<file path="src/rtl/dmem_arbiter.sv">
// dmem_arbiter: round-robin arbiter with bounded lock between core and debug ports for a single-port data memory
module dmem_arbiter #(
  parameter int ADDR_W   = 32,
  parameter int DATA_W   = 32,
  parameter int LOCK_MAX = 4
) (
  input  logic              clk,
  input  logic              reset,
  input  logic              req0,
  input  logic              req1,
  input  logic              we0,
  input  logic              we1,
  input  logic              lock0,
  input  logic              lock1,
  input  logic [ADDR_W-1:0] addr0,
  input  logic [ADDR_W-1:0] addr1,
  input  logic [DATA_W-1:0] wdata0,
  input  logic [DATA_W-1:0] wdata1,
  output logic              gnt0,
  output logic              gnt1,
  output logic              rvalid0,
  output logic              rvalid1,
  output logic [DATA_W-1:0] rdata,
  output logic              mem_en,
  output logic              mem_we,
  output logic [ADDR_W-1:0] mem_addr,
  output logic [DATA_W-1:0] mem_wdata,
  input  logic [DATA_W-1:0] mem_rdata,
  output logic              locked,
  output logic              owner
);
  localparam logic [1:0] ARB   = 2'd0;
  localparam logic [1:0] LOCK0 = 2'd1;
  localparam logic [1:0] LOCK1 = 2'd2;
  localparam logic [3:0] LMAX  = 4'(LOCK_MAX);
  localparam logic       LOCK_EN = LOCK_MAX > 1;
  logic [1:0] state_q, state_d;
  logic       last_q, last_d;
  logic [3:0] cnt_q, cnt_d, cnt_inc;
  logic       rv0_q, rv1_q;
  logic       g_lock;
  // Grant: round-robin in ARB, only the lock holder while locked; nothing while in reset
  always_comb begin
    gnt0      = reset & ((state_q == ARB) ? req0 & (~req1 | last_q) : (state_q == LOCK0) & req0);
    gnt1      = reset & ((state_q == ARB) ? req1 & (~req0 | ~last_q) : (state_q == LOCK1) & req1);
    mem_en    = gnt0 | gnt1;
    mem_we    = gnt0 ? we0 : gnt1 ? we1 : 1'b0;
    mem_addr  = gnt0 ? addr0 : gnt1 ? addr1 : '0;
    mem_wdata = gnt0 ? wdata0 : gnt1 ? wdata1 : '0;
    g_lock    = gnt0 ? lock0 : lock1;
    cnt_inc   = cnt_q + 4'd1;
  end
  // Next state: enter a tenure from ARB on a locked grant, leave on unlock or when the tenure is exhausted
  always_comb begin
    state_d = (state_q == 2'd3) ? ARB : state_q;
    cnt_d   = cnt_q;
    last_d  = mem_en ? gnt1 : last_q;
    if (mem_en && state_q == ARB && g_lock && LOCK_EN) begin
      state_d = gnt1 ? LOCK1 : LOCK0;
      cnt_d   = 4'd1;
    end else if (mem_en && state_q != ARB) begin
      cnt_d   = cnt_inc;
      state_d = (!g_lock || cnt_inc == LMAX) ? ARB : state_q;
    end
  end
  // State registers; reset abandons any tenure and drops in-flight read valids
  always_ff @(posedge clk or negedge reset) begin
    if (!reset) begin
      state_q <= ARB;
      last_q  <= 1'b1;
      cnt_q   <= 4'd0;
      rv0_q   <= 1'b0;
      rv1_q   <= 1'b0;
    end else begin
      state_q <= state_d;
      last_q  <= last_d;
      cnt_q   <= cnt_d;
      rv0_q   <= gnt0 & ~we0;
      rv1_q   <= gnt1 & ~we1;
    end
  end
  assign rvalid0 = rv0_q;
  assign rvalid1 = rv1_q;
  assign rdata   = mem_rdata;
  assign locked  = state_q != ARB;
  assign owner   = last_q;
endmodule

</file>
<file path="config.mk">
export PLATFORM = sky130hd
export DESIGN_NAME = dmem_arbiter
export DESIGN_NICKNAME = d
export VERILOG_FILES = /design/src/rtl/dmem_arbiter.sv
export SDC_FILE = /design/constraint.sdc
export NUM_CORES = 1
export LEC_CHECK = 0
export ABC_AREA = 1
export CAP_MARGIN = 10
export CORE_AREA = 2 2 106 108
export CTS_CLUSTER_DIAMETER = 80
export CTS_CLUSTER_SIZE = 28
export DETAILED_ROUTE_END_ITERATION = 8
export DIE_AREA = 0 0 108 110
export SETUP_SLACK_MARGIN = 0.05
export SYNTH_ARGS = -nofsm -noshare
export SYNTH_HDL_FRONTEND = slang
export SYNTH_SLANG_ARGS = --single-unit
</file>
<file path="constraint.sdc">
create_clock -name clk -period 2.96 [get_ports clk]
set_clock_uncertainty 0.15 [all_clocks]
set_input_delay 0.74 -clock clk [delete_from_list [all_inputs] [get_ports clk]]
set_output_delay 0.74 -clock clk [all_outputs]
set_load 0.01 [all_outputs]
</file>
==> results summary <==
The flow ran to the end, and the final reports show no timing, DRC or antenna violations. The via total after detailed routing is 2210. The number of DRC markers after the initial detailed-route iteration is 70. The initial cell density of the core came out at 14.1%.

The average detailed-routed wire length per instance is between 15 and 20 µm. The total number of H-tree levels came out at 1. By area, the combinational part of the netlist is dominated by compound AO/OA/AOI/OAI gates.

Clock-pin slew was measured on the worst setup and hold paths at roughly 50 ps. The worst IR drop on VDD came out at ~270 µV. The critical path contains buffers and inverters numbering 6 combined. The total I/O pin count is 272. The initial antenna violation count came to 0. The pin count of the biggest net entering global routing is 18.

The number of vias per cell after detailed routing came out at ~4.2. Across the run, the number of max-cap violations was 0. The signal on the critical path passes through dlygate4sd2_1 -> inv_2 -> nor2_4 -> nand2_4 -> inv_8 -> buf_12 -> buf_16 -> a22o_1 -> clkdlybuf4s15_2.

The adder-cell area share of the yosys netlist is under 10%. The synthesized netlist occupies a cell area of between 1500 and 2000 µm². The count of yosys warnings during synthesis came out at 0.

The minimum clock period came out at 2870 ps. Buffers inserted to repair hold after CTS numbered 0. The antenna diode instance count came out at 0. Adding up every negative setup slack in the final design gives 0 ps. The launch instance of the worst min-delay path is owner. The horizontal die dimension is 108 µm.

The number of DRC violations after detailed routing came out at 0. Of the total synthesized cell area, the portion taken by AND, OR, NAND and NOR gates is 16.6%. The total nets after synthesis is 360. The synthesis-to-finish area growth is 149%. The slew at the pin with the worst max-slew slack came out at about 260 ps. The maximum achievable frequency is around 0.35 GHz.

The max-slew violation total from the final report came to 0. The global-route wire length before repair is between 10000 and 15000 µm. Headroom to the max-slew limit came out at roughly 83%. The total of endpoints with negative setup slack in the final report came out at 0. A synthesized cell averages approximately 8 µm². The core region is ~11000 µm². The floorplan step defined a die boundary enclosing approximately 12000 µm².

The floorplan has 38 rows. TritonCTS created 3 clock buffers. The count of antenna-violating nets left after detailed routing came out at 0.

In this run, synthesis produced a sequential element count of 9. The critical path endpoint category is a primary output. The number of port buffers is approximately 210. The class of the tightest hold or removal check is flop to flop. The remaining global-route overflow came out at 0. The portion of synthesized cell area occupied by the leading cell type is a little under two fifths. The maximum buffer depth of the clock tree came out at 2.

The final HPWL from detailed placement came out at a little over 6000 µm. The maximum fanout along the worst path came out at 12. The root buffer cell is clkbuf_8.

In the post-synthesis netlist, the biggest area contributors are a22o_1 37%, buf_4 16%, dfrtp_1 13%. The multiplexer fraction of the synthesized cell area is 0%. Synthesis instantiated 21 different standard cells from the library. The startpoint kind of the worst setup timing path is an input pin. The kind of cell with the highest combined delay along the critical path is buffers and inverters. The required time reported for the critical path endpoint is slightly above 2000 ps. The final layout contains about 550 nets.

The worst slack at placement came out at -497 ps. The number of global-route vias before repair came out at 2191. TritonCTS built the clock tree. The worst endpoint data arrival time came out at about 2000 ps.

The largest stage delay on the critical path came out at 250 ps. The share of synthesized area occupied by flip-flops and latches is between 10% and 20%. Clock tree synthesis found a total of 9 sinks.

The total iterations of the first detailed-routing run came out at 4. The final critical path takes up 97.0% of the cycle. On the critical path, the stage with the largest delay is an instance of dlygate4sd2_1. The synthesized netlist devotes 0% of its cell area to XOR and XNOR gates. Of the cells placed in the final design, the portion with a size suffix greater than 1 is around 26%.

The leakage component of the power is approximately 1.7 nW. The compound-cell area share of the yosys netlist came out at roughly two fifths. The latest clock arrival within the worst-skew pair is 240 ps. The cell type with the largest total area after synthesis is a22o_1. The total detailed-routing wirelength is between 8000 and 9000 µm. The smallest setup slack after layout is approximately 90 ps.

The post-synthesis instance total came out at between 150 and 200. In this run the worst setup path begins at reset. The total global-route track usage came out at about an eighth. The number of failing hold endpoints at the final stage was 0.

The worst reg2reg path startpoint is owner. For this design the ratio of total power to cell area is a little under 400 nW/µm². The vertical die dimension is 110 µm. Routability-driven placement finished with a final weighted congestion of between 0.7 and 0.8. Setup repair after global routing left no endpoint under its margin. The setup path with the least slack is of type input pin to primary output.
-- stage by stage --
step / hold slack [ps] / util [%] / instance area [µm²] / cells / power [mW]
6_report: 408 / 35.0 / 3740 / 523 / 1.46
2_1_floorplan: 294 / - / 1500 / 190 / 0.692
3_5_place_dp: 390 / 32.9 / 3520 / 502 / 1.23
4_1_cts: 409 / 36.3 / 3890 / 523 / 1.51
5_1_grt: 456 / 35.0 / 3740 / 523 / 1.57
3_3_place_gp: 381 / 32.9 / 3520 / 502 / 1.22
-- synthesized netlist by cell type --
cell / instances
nand3_1: 8
nand2_1: 23
and2_1: 1
inv_2: 4
inv_1: 13
dfstp_2: 1
a22o_1: 63
nand2_2: 2
nor2_2: 1
dfrtp_1: 8
buf_2: 5
nand2_4: 3
nand3_2: 1
o21ai_0: 4
or2_0: 1
nor2_1: 5
nor2_4: 1
buf_4: 32
nand4_1: 3
ha_1: 2
buf_6: 9
-- worst paths after layout --
kind                       slack [ps]             to  depth (start not counted)
max                                90  mem_wdata[26]                          9
min                               410          owner                          2
max reg2reg                      1150       cnt_q[2]                         10
min reg2reg                       410          owner                          2
max in group asynchronous        2010          owner                          2
min in group asynchronous         430        rvalid1                          2
-- power by group --
group          internal (mW)  leakage, nW  switching (mW)
Combinational          0.637         1.58           0.471
Clock                 0.0942       0.0228          0.0533
Sequential             0.160        0.116          0.0395
Total                  0.892         1.72           0.563
-- final cells by class --
type,instances,area (µm²)
repair buffers,235,2360
clock buffers,4,45.0
flip-flops and latches,9,226
well taps,140,175
fillers,1119,6950
multi-input cells,118,860
inverters,17,78.8
-- registers in the layout, indices dropped and copies added, names as in the netlist --
| name | cells |
|---|---|
| rvalid0 | 1 |
| rvalid1 | 1 |
| state_q | 2 |
| owner | 1 |
| cnt_q | 4 |
-- repair_timing --
item,in CTS,in global routing
pin swaps,3,0
gates cloned,7,0
setup endpoints to repair,68,39
setup buffers,10,0
resized for setup,200,26
-- worst min-delay path, delay by kind of cell, from the launching register on --
family	cells	cell delay, ps
AO/OA/AOI/OAI	1	90
buffers and inverters	1	80
flip-flops	1	380
-- layout by cell type, fill, tap and decap left out, types with 4 or more instances in the layout --
cell,count
clkdlybuf4s15_1,4
nor2_1,5
o21ai_0,4
dfrtp_1,8
buf_16,6
inv_1,12
nand2_1,22
buf_12,9
a22o_1,63
nand3_1,7
buf_4,12
clkdlybuf4s15_2,15
dlygate4sd2_1,16
clkdlybuf4s50_1,136
buf_2,33
-- metal layers --
metal  GRT usage [%]  vias to the layer above  routed length [µm]
met3            3.41                       13                 821
li1                -                     1045                   -
met2            23.3                      122                4330
met5               0                        -                   0
met1            16.2                     1030                3560
met4            3.11                        0                 108
-- cells by family (layout without fill, tap and decap cells) --
| group | count (synthesis) | count (layout) |
|---|---|---|
| DFF | 9 | 9 |
| and+or+nand+nor | 49 | 49 |
| AOI/OAI and AO/OA | 67 | 67 |
| buffers and inverters | 63 | 256 |
| adders and majority gates | 2 | 2 |
(Power assumes the default switching activity.)
